**config.mk**
```make
export PLATFORM = sky130hd
export DESIGN_NAME = lsu_mem_master_flat
export DESIGN_NICKNAME = d
export VERILOG_FILES = /design/src/rtl/lsu_mem_master_if.sv /design/src/rtl/lsu_mem_master.sv /design/src/flat_wrapper.sv
export SDC_FILE = /design/constraint.sdc
export NUM_CORES = 1
export LEC_CHECK = 0
export CAP_MARGIN = 20
export CORE_AREA = 2 2 88 124
export CTS_CLUSTER_SIZE = 30
export DETAILED_ROUTE_END_ITERATION = 6
export DIE_AREA = 0 0 90 126
export PLACE_DENSITY_LB_ADDON = 0.05
export SETUP_SLACK_MARGIN = 0.2
export SLEW_MARGIN = 25
export SYNTH_ARGS = -nofsm -noshare
export SYNTH_HDL_FRONTEND = slang
export SYNTH_SLANG_ARGS = --single-unit
```
**constraint.sdc**
```tcl
create_clock -name clk -period 1.84 [get_ports clk]
set_input_delay 0.46 -clock clk [delete_from_list [all_inputs] [get_ports clk]]
set_output_delay 0.46 -clock clk [all_outputs]
set_load 0.005 [all_outputs]
```
**src/rtl/lsu_mem_master_if.sv**
```systemverilog
// lsu_mem_master_if: CPU request/response handshake plus the data_memory port of the LSU.
// master is the LSU view, slave is the CPU/memory side.
interface lsu_mem_master_if;
   logic        req_valid;
   logic        req_ready;
   logic        req_write;
   logic [2:0]  req_funct3;
   logic [31:0] req_addr;
   logic [31:0] req_wdata;
   logic        resp_valid;
   logic        resp_ready;
   logic [31:0] resp_rdata;
   logic        resp_error;
   logic [31:0] mem_address;
   logic [31:0] mem_write_data;
   logic        mem_write_enable;
   logic [2:0]  mem_funct3;
   logic [31:0] mem_read_data;
   modport master (
      input  req_valid, req_write, req_funct3, req_addr, req_wdata, resp_ready, mem_read_data,
      output req_ready, resp_valid, resp_rdata, resp_error,
             mem_address, mem_write_data, mem_write_enable, mem_funct3
   );
   modport slave (
      output req_valid, req_write, req_funct3, req_addr, req_wdata, resp_ready, mem_read_data,
      input  req_ready, resp_valid, resp_rdata, resp_error,
             mem_address, mem_write_data, mem_write_enable, mem_funct3
   );
endinterface

```
**src/rtl/lsu_mem_master.sv**
```systemverilog
// lsu_mem_master: one-at-a-time load/store initiator driving data_memory through registered outputs.
// Define LSU_MISALIGN_SPLIT_EN to split misaligned halfword/word accesses into byte beats.
module lsu_mem_master (
   input logic              clk,
   input logic              rst,
   lsu_mem_master_if.master lsu
);
   typedef enum logic [1:0] {IDLE, ACCESS, RESP} state_e;
   state_e      state_q;
   logic        req_ready_q, resp_valid_q, resp_error_q, mem_we_q, write_q;
   logic [31:0] resp_rdata_q, mem_addr_q, mem_wdata_q;
   logic [2:0]  mem_f3_q;
   logic        accept, legal, last;
   logic [2:0]  beat0_f3;
   logic [31:0] beat0_wdata, nxt_addr, nxt_wdata, rdata_d;
   assign accept = lsu.req_valid && req_ready_q;
   assign legal = lsu.req_write ? lsu.req_funct3 inside {3'b000, 3'b001, 3'b010}
                                : lsu.req_funct3 inside {3'b000, 3'b001, 3'b010, 3'b100, 3'b101};
`ifdef LSU_MISALIGN_SPLIT_EN
   logic        split, split_q;
   logic [1:0]  beat_q, last_beat_q, beat_nxt;
   logic [2:0]  f3_q;
   logic [31:0] addr_q, wdata_q, acc_q, merged;
   assign split = (lsu.req_funct3[1:0] == 2'b01 && lsu.req_addr[0]) ||
                  (lsu.req_funct3[1:0] == 2'b10 && lsu.req_addr[1:0] != 2'b00);
   assign beat_nxt = beat_q + 2'd1;
   assign beat0_f3 = split ? (lsu.req_write ? 3'b000 : 3'b100) : lsu.req_funct3;
   assign beat0_wdata = split ? {24'h0, lsu.req_wdata[7:0]} : lsu.req_wdata;
   assign nxt_addr = addr_q + {30'h0, beat_nxt};
   assign nxt_wdata = {24'h0, wdata_q[{beat_nxt, 3'b000} +: 8]};
   assign last = !split_q || beat_q == last_beat_q;
   // current beat's byte merged with the bytes captured so far
   always_comb begin
      merged = acc_q;
      merged[{beat_q, 3'b000} +: 8] = lsu.mem_read_data[7:0];
   end
   assign rdata_d = write_q ? 32'h0 :
                    !split_q ? lsu.mem_read_data :
                    f3_q == 3'b001 ? {{16{merged[15]}}, merged[15:0]} :
                    f3_q == 3'b101 ? {16'h0, merged[15:0]} : merged;
   always_ff @(posedge clk) begin
      if (rst) begin
         split_q     <= 1'b0;
         beat_q      <= 2'd0;
         last_beat_q <= 2'd0;
         f3_q        <= 3'd0;
         addr_q      <= 32'h0;
         wdata_q     <= 32'h0;
         acc_q       <= 32'h0;
      end else if (accept) begin
         split_q     <= split;
         beat_q      <= 2'd0;
         last_beat_q <= lsu.req_funct3[1:0] == 2'b10 ? 2'd3 : 2'd1;
         f3_q        <= lsu.req_funct3;
         addr_q      <= lsu.req_addr;
         wdata_q     <= lsu.req_wdata;
         acc_q       <= 32'h0;
      end else if (state_q == ACCESS) begin
         beat_q <= beat_nxt;
         acc_q  <= merged;
      end
   end
`else
   assign beat0_f3 = lsu.req_funct3;
   assign beat0_wdata = lsu.req_wdata;
   assign nxt_addr = mem_addr_q;
   assign nxt_wdata = mem_wdata_q;
   assign last = 1'b1;
   assign rdata_d = write_q ? 32'h0 : lsu.mem_read_data;
`endif
   always_ff @(posedge clk) begin
      if (rst) begin
         state_q      <= IDLE;
         req_ready_q  <= 1'b0;
         resp_valid_q <= 1'b0;
         resp_error_q <= 1'b0;
         resp_rdata_q <= 32'h0;
         write_q      <= 1'b0;
         mem_we_q     <= 1'b0;
         mem_addr_q   <= 32'h0;
         mem_wdata_q  <= 32'h0;
         mem_f3_q     <= 3'd0;
      end else begin
         case (state_q)
            IDLE: begin
               req_ready_q <= !accept;
               if (accept) begin
                  write_q <= lsu.req_write;
                  if (legal) begin
                     state_q     <= ACCESS;
                     mem_we_q    <= lsu.req_write;
                     mem_addr_q  <= lsu.req_addr;
                     mem_wdata_q <= beat0_wdata;
                     mem_f3_q    <= beat0_f3;
                  end else begin
                     state_q      <= RESP;
                     resp_valid_q <= 1'b1;
                     resp_error_q <= 1'b1;
                  end
               end
            end
            ACCESS: begin
               if (last) begin
                  state_q      <= RESP;
                  resp_valid_q <= 1'b1;
                  resp_rdata_q <= rdata_d;
                  mem_we_q     <= 1'b0;
                  mem_addr_q   <= 32'h0;
                  mem_wdata_q  <= 32'h0;
                  mem_f3_q     <= 3'd0;
               end else begin
                  mem_addr_q  <= nxt_addr;
                  mem_wdata_q <= nxt_wdata;
               end
            end
            RESP: begin
               if (lsu.resp_ready) begin
                  state_q      <= IDLE;
                  req_ready_q  <= 1'b1;
                  resp_valid_q <= 1'b0;
                  resp_error_q <= 1'b0;
                  resp_rdata_q <= 32'h0;
               end
            end
            default: state_q <= IDLE;
         endcase
      end
   end
   assign lsu.req_ready        = req_ready_q;
   assign lsu.resp_valid       = resp_valid_q;
   assign lsu.resp_error       = resp_error_q;
   assign lsu.resp_rdata       = resp_rdata_q;
   assign lsu.mem_write_enable = mem_we_q;
   assign lsu.mem_address      = mem_addr_q;
   assign lsu.mem_write_data   = mem_wdata_q;
   assign lsu.mem_funct3       = mem_f3_q;
endmodule

```
**src/flat_wrapper.sv**
```systemverilog
// flat-port wrapper written by rule: the top's interface ports become plain ports
module lsu_mem_master_flat 
  (clk, rst, lsu_req_valid, lsu_req_write, lsu_req_funct3, lsu_req_addr, lsu_req_wdata, lsu_resp_ready, lsu_mem_read_data, lsu_req_ready, lsu_resp_valid, lsu_resp_rdata, lsu_resp_error, lsu_mem_address, lsu_mem_write_data, lsu_mem_write_enable, lsu_mem_funct3);
  lsu_mem_master_if lsu_i ();
  input logic clk;
  input logic rst;
  input wire logic [$bits(lsu_i.req_valid)-1:0] lsu_req_valid;
  input wire logic [$bits(lsu_i.req_write)-1:0] lsu_req_write;
  input wire logic [$bits(lsu_i.req_funct3)-1:0] lsu_req_funct3;
  input wire logic [$bits(lsu_i.req_addr)-1:0] lsu_req_addr;
  input wire logic [$bits(lsu_i.req_wdata)-1:0] lsu_req_wdata;
  input wire logic [$bits(lsu_i.resp_ready)-1:0] lsu_resp_ready;
  input wire logic [$bits(lsu_i.mem_read_data)-1:0] lsu_mem_read_data;
  output wire logic [$bits(lsu_i.req_ready)-1:0] lsu_req_ready;
  output wire logic [$bits(lsu_i.resp_valid)-1:0] lsu_resp_valid;
  output wire logic [$bits(lsu_i.resp_rdata)-1:0] lsu_resp_rdata;
  output wire logic [$bits(lsu_i.resp_error)-1:0] lsu_resp_error;
  output wire logic [$bits(lsu_i.mem_address)-1:0] lsu_mem_address;
  output wire logic [$bits(lsu_i.mem_write_data)-1:0] lsu_mem_write_data;
  output wire logic [$bits(lsu_i.mem_write_enable)-1:0] lsu_mem_write_enable;
  output wire logic [$bits(lsu_i.mem_funct3)-1:0] lsu_mem_funct3;
  assign lsu_i.req_valid = lsu_req_valid;
  assign lsu_i.req_write = lsu_req_write;
  assign lsu_i.req_funct3 = lsu_req_funct3;
  assign lsu_i.req_addr = lsu_req_addr;
  assign lsu_i.req_wdata = lsu_req_wdata;
  assign lsu_i.resp_ready = lsu_resp_ready;
  assign lsu_i.mem_read_data = lsu_mem_read_data;
  assign lsu_req_ready = lsu_i.req_ready;
  assign lsu_resp_valid = lsu_i.resp_valid;
  assign lsu_resp_rdata = lsu_i.resp_rdata;
  assign lsu_resp_error = lsu_i.resp_error;
  assign lsu_mem_address = lsu_i.mem_address;
  assign lsu_mem_write_data = lsu_i.mem_write_data;
  assign lsu_mem_write_enable = lsu_i.mem_write_enable;
  assign lsu_mem_funct3 = lsu_i.mem_funct3;
  lsu_mem_master u_core (.clk(clk), .rst(rst), .lsu(lsu_i));
endmodule
```
==> out/metrics.yaml, run 1 <==
floorplanning:
  die_x_um: 90
  std_cell_rows: 44
  design.die.area_mm2: 0.0113
  io_pins: 207
  initial_utilization_pct: 38.4
  core_footprint_mm2: 0.0102
  die_h_um: 126
critical_path:
  slowest_delay_ns: 0.49
  worst_ep_required_time_ns: 1.38
  timing.reg2reg.worst_path_depth: 5
  crit_path_cell_trace: "clkdlybuf4s50_1"
  worstPathArrival_ns: 1.15
  timing.critical_path.fanout_max: 2
  path_class: "flop to primary output"
  crit_slowest_cell: "clkdlybuf4s50_1"
  sum_of_buffers_and_inverters_on_the_critical_path: 1
  cp.depth: 1
  worst_path_dominant_cell_family: "buffers and inverters"
  setup.worst_path.end_class: "primary output"
  launching_element_type_of_the_critical_path: "flop"
timing:
  hold_viol: 0
  min_period_over_period_pct: 87.4
  rsz_0062_raised_after_global_routing: "no"
  final.min_clock_period_ns: 1.61
  slew_violations: 0
  setup-tns-final_ns: 0
  maxSlewHeadroom_pct: 74.0
  tightest_slew_ns: 0.390
  clock.fmax_ghz: 0.622
  setup_violations: 0
  finalClockSkew_ns: 0.00789
synth:
  ys_seq_elements: 106
  synth_top_area_cells: "dfxtp_1, o2bb2ai_1, nand2b_1, a32oi_1, nor2_1"
  number_of_warnings_issued_by_yosys: 0
  yosysTopAreaCell: "dfxtp_1"
  synth_cell_type_count: 29
  yosysTopAreaCellShare_pct: 54.0
  yosys_most_used_dff: "dfxtp_1"
  yosys-top-cells-count: "dfxtp_1, nand2b_1, o2bb2ai_1"
  synth.yosys.seq_area_share_pct: 54.0
  synthesis.instances: 374
  synth_edf_count: 0
  synthesis.nets: 478
  avgSynthCellArea_um2: 10.5
  synth_async_sr_flop_share_pct: 0
  synthMostInstantiatedCell: "dfxtp_1"
  netlist_area_pre_place_mm2: 0.00393
finish:
  area.growth.synth_to_final_pct: 73.1
  fill_cells: 866
  layout-drive-gt1-share_pct: 12.6
  finalNetCount: 688
  stdcell_area_mm2: 0.00680
min_path:
  hold_path_class: "primary input to flop"
  holdPathStages: 2
cts:
  insertion_delay_ns: 0.34
  cts.sinks: 106
  cts-root-buf: "clkbuf_16"
  cts.clk_slew.worst_paths_ns: 0.07
  h-tree-depth: 3
  cts_inserted_buffers: 9
  ctsLongestPathBuffers: 2
  clock_tree_from_tritoncts: "built"
drt:
  drt_pre_antenna_iters: 4
  routed-via-count: 3678
  detail_route.wirelength_um: 12400
  final_antenna_net_count: 0
  drt_iter0_markers: 128
  detail_route.vias_per_cell: 5.05
  drc: 0
  avgRoutedWirePerCell_um: 17.0
global_routing:
  grt_overflow: 0
  largest_net_degree_at_the_start_of_global_routing: 105
  grt_pass1_vias: 3511
  global_route_wire_length_before_repair_um: 17800
  number_of_antenna_violations_at_the_first_check_in_global_routing: 1
  total_global_routing_track_utilization_pct: 19.3
run:
  number_of_maximum_capacitance_constraint_violations: 0
power:
  power.density_cell_area_mw_per_mm2: 716
  seq_pwr_share_pct: 49.5
  vdd_ir_drop_max_v: 0.000489
  net_load_switching_power_mw: 1.12
  clockPowerShare_pct: 36.6
  switching_part_of_the_total_pct: 23.1
  int_power_mw: 3.75
  power_leakage_nw: 3.21
  share_comb_of_total_power_pct: 13.9
place:
  dp_hpwl_um: 7430
  io_buffers: 206
  gp_routability_congestion: 0.774
  post_dp_cell_area_mm2: 0.00618
run_status:
  run_status: "complete, no violations"
## power by group through the flow
stage	combinational, mW	clock (mW)	sequential [mW]
2_1_floorplan	0.199	0	2.46
3_3_place_gp	0.642	0	2.46
3_5_place_dp	0.646	0	2.46
4_1_cts	0.625	1.84	2.41
5_1_grt	0.725	1.92	2.42
6_report	0.677	1.78	2.41
## cell type report
type	instances	area, µm²	share of cell area, %
Antenna cell	1	2.50	0.0368
Sequential cell	106	2150	31.6
Multi-Input combinational cell	228	1670	24.5
Clock buffer	11	243	3.57
Clock inverter	5	30.0	0.442
Timing Repair Buffer	236	2530	37.1
Tap cell	138	173	2.54
Inverter	3	11.3	0.166
## per-layer routing
metal  track usage [%]  up-vias  part of all wire, %
met5                 0        -                    0
met4              8.05        0                  2.2
met3              4.61       20                  6.0
met2              33.5      135                   50
met1              22.7     1733                   42
li1                  -     1790                    -
## per-stage QoR
step	setup slack (ns)	util, %	hold WS, ns	total power, mW	cells
2_1_floorplan	0.290	-	0.452	2.66	374
3_3_place_gp	-0.158	60.4	0.450	3.10	695
3_5_place_dp	-0.227	60.4	0.452	3.11	695
4_1_cts	0.163	62.7	0.460	4.87	713
5_1_grt	0.196	66.4	0.437	5.06	728
6_report	0.233	66.4	0.411	4.87	728
## worst paths after layout
path | from | end | slack (ns)
setup / recovery | u_core.lsu.mem_write_data[18]$_SDFFE_PP0P_ | lsu_mem_write_data[18] | 0.23
hold / removal | lsu_req_funct3[0] | u_core.lsu.mem_funct3[0]$_SDFFE_PP0P_ | 0.41
setup reg to reg | u_core.state_q[1]$_SDFFE_PP0P_ | u_core.lsu.mem_address[17]$_SDFFE_PP0P_ | 0.27
hold reg to reg | u_core.lsu.resp_valid$_SDFFE_PP0P_ | u_core.lsu.resp_valid$_SDFFE_PP0P_ | 0.45
## placed cells by master (no fill, tap or decap), types with 8 or more instances in the layout
cell type	n
nor2_1	34
clkdlybuf4s50_1	100
dfxtp_1	86
buf_4	8
a32oi_1	32
dfxtp_2	20
dlymetal6s2s_1	33
clkbuf_16	16
dlygate4sd2_1	72
nand2b_1	69
o2bb2ai_1	64
## kinds of logic after synthesis
logic type	synth area share, %
AND/OR/NAND/NOR	16.3
flip-flops	54.0
AO/OA/AOI/OAI	24.9
buffers and inverters	4.49
multiplexers	0.255
## sequential cells by signal (all words and copies together), names as in the netlist
register	flops
u_core.lsu.mem_address	32
u_core.lsu.mem_funct3	3
u_core.lsu.mem_write_data	32
u_core.lsu.mem_write_enable	1
u_core.lsu.req_ready	1
u_core.lsu.resp_error	1
u_core.lsu.resp_rdata	32
u_core.lsu.resp_valid	1
u_core.state_q	2
u_core.write_q	1
## timing repair
action,in CTS,in global routing
gates resized for setup,88,50
hold buffers,0,0
buffers inserted,1,1
gates cloned,1,13
pin swaps,1,3
endpoints found under the setup margin,152,98
Power figures use the tool's default switching activity.
==> run 2, diff against run 1 <==
--- a/config.mk
+++ b/config.mk
@@ -10,6 +10,7 @@
 export CTS_CLUSTER_SIZE = 30
 export DETAILED_ROUTE_END_ITERATION = 6
 export DIE_AREA = 0 0 90 126
+export GPL_ROUTABILITY_DRIVEN = 0
 export PLACE_DENSITY_LB_ADDON = 0.05
 export SETUP_SLACK_MARGIN = 0.2
 export SLEW_MARGIN = 25
==> results of run 2 <==
No change in the layout: final DEF, timing and power equal those of run 1.
==> run 3, diff against run 2 <==
--- a/config.mk
+++ b/config.mk
@@ -7,6 +7,7 @@
 export LEC_CHECK = 0
 export CAP_MARGIN = 20
 export CORE_AREA = 2 2 88 124
+export CTS_CLUSTER_DIAMETER = 100
 export CTS_CLUSTER_SIZE = 30
 export DETAILED_ROUTE_END_ITERATION = 6
 export DIE_AREA = 0 0 90 126
==> results of run 3 <==
No change in the layout: final DEF, timing and power equal those of run 1.
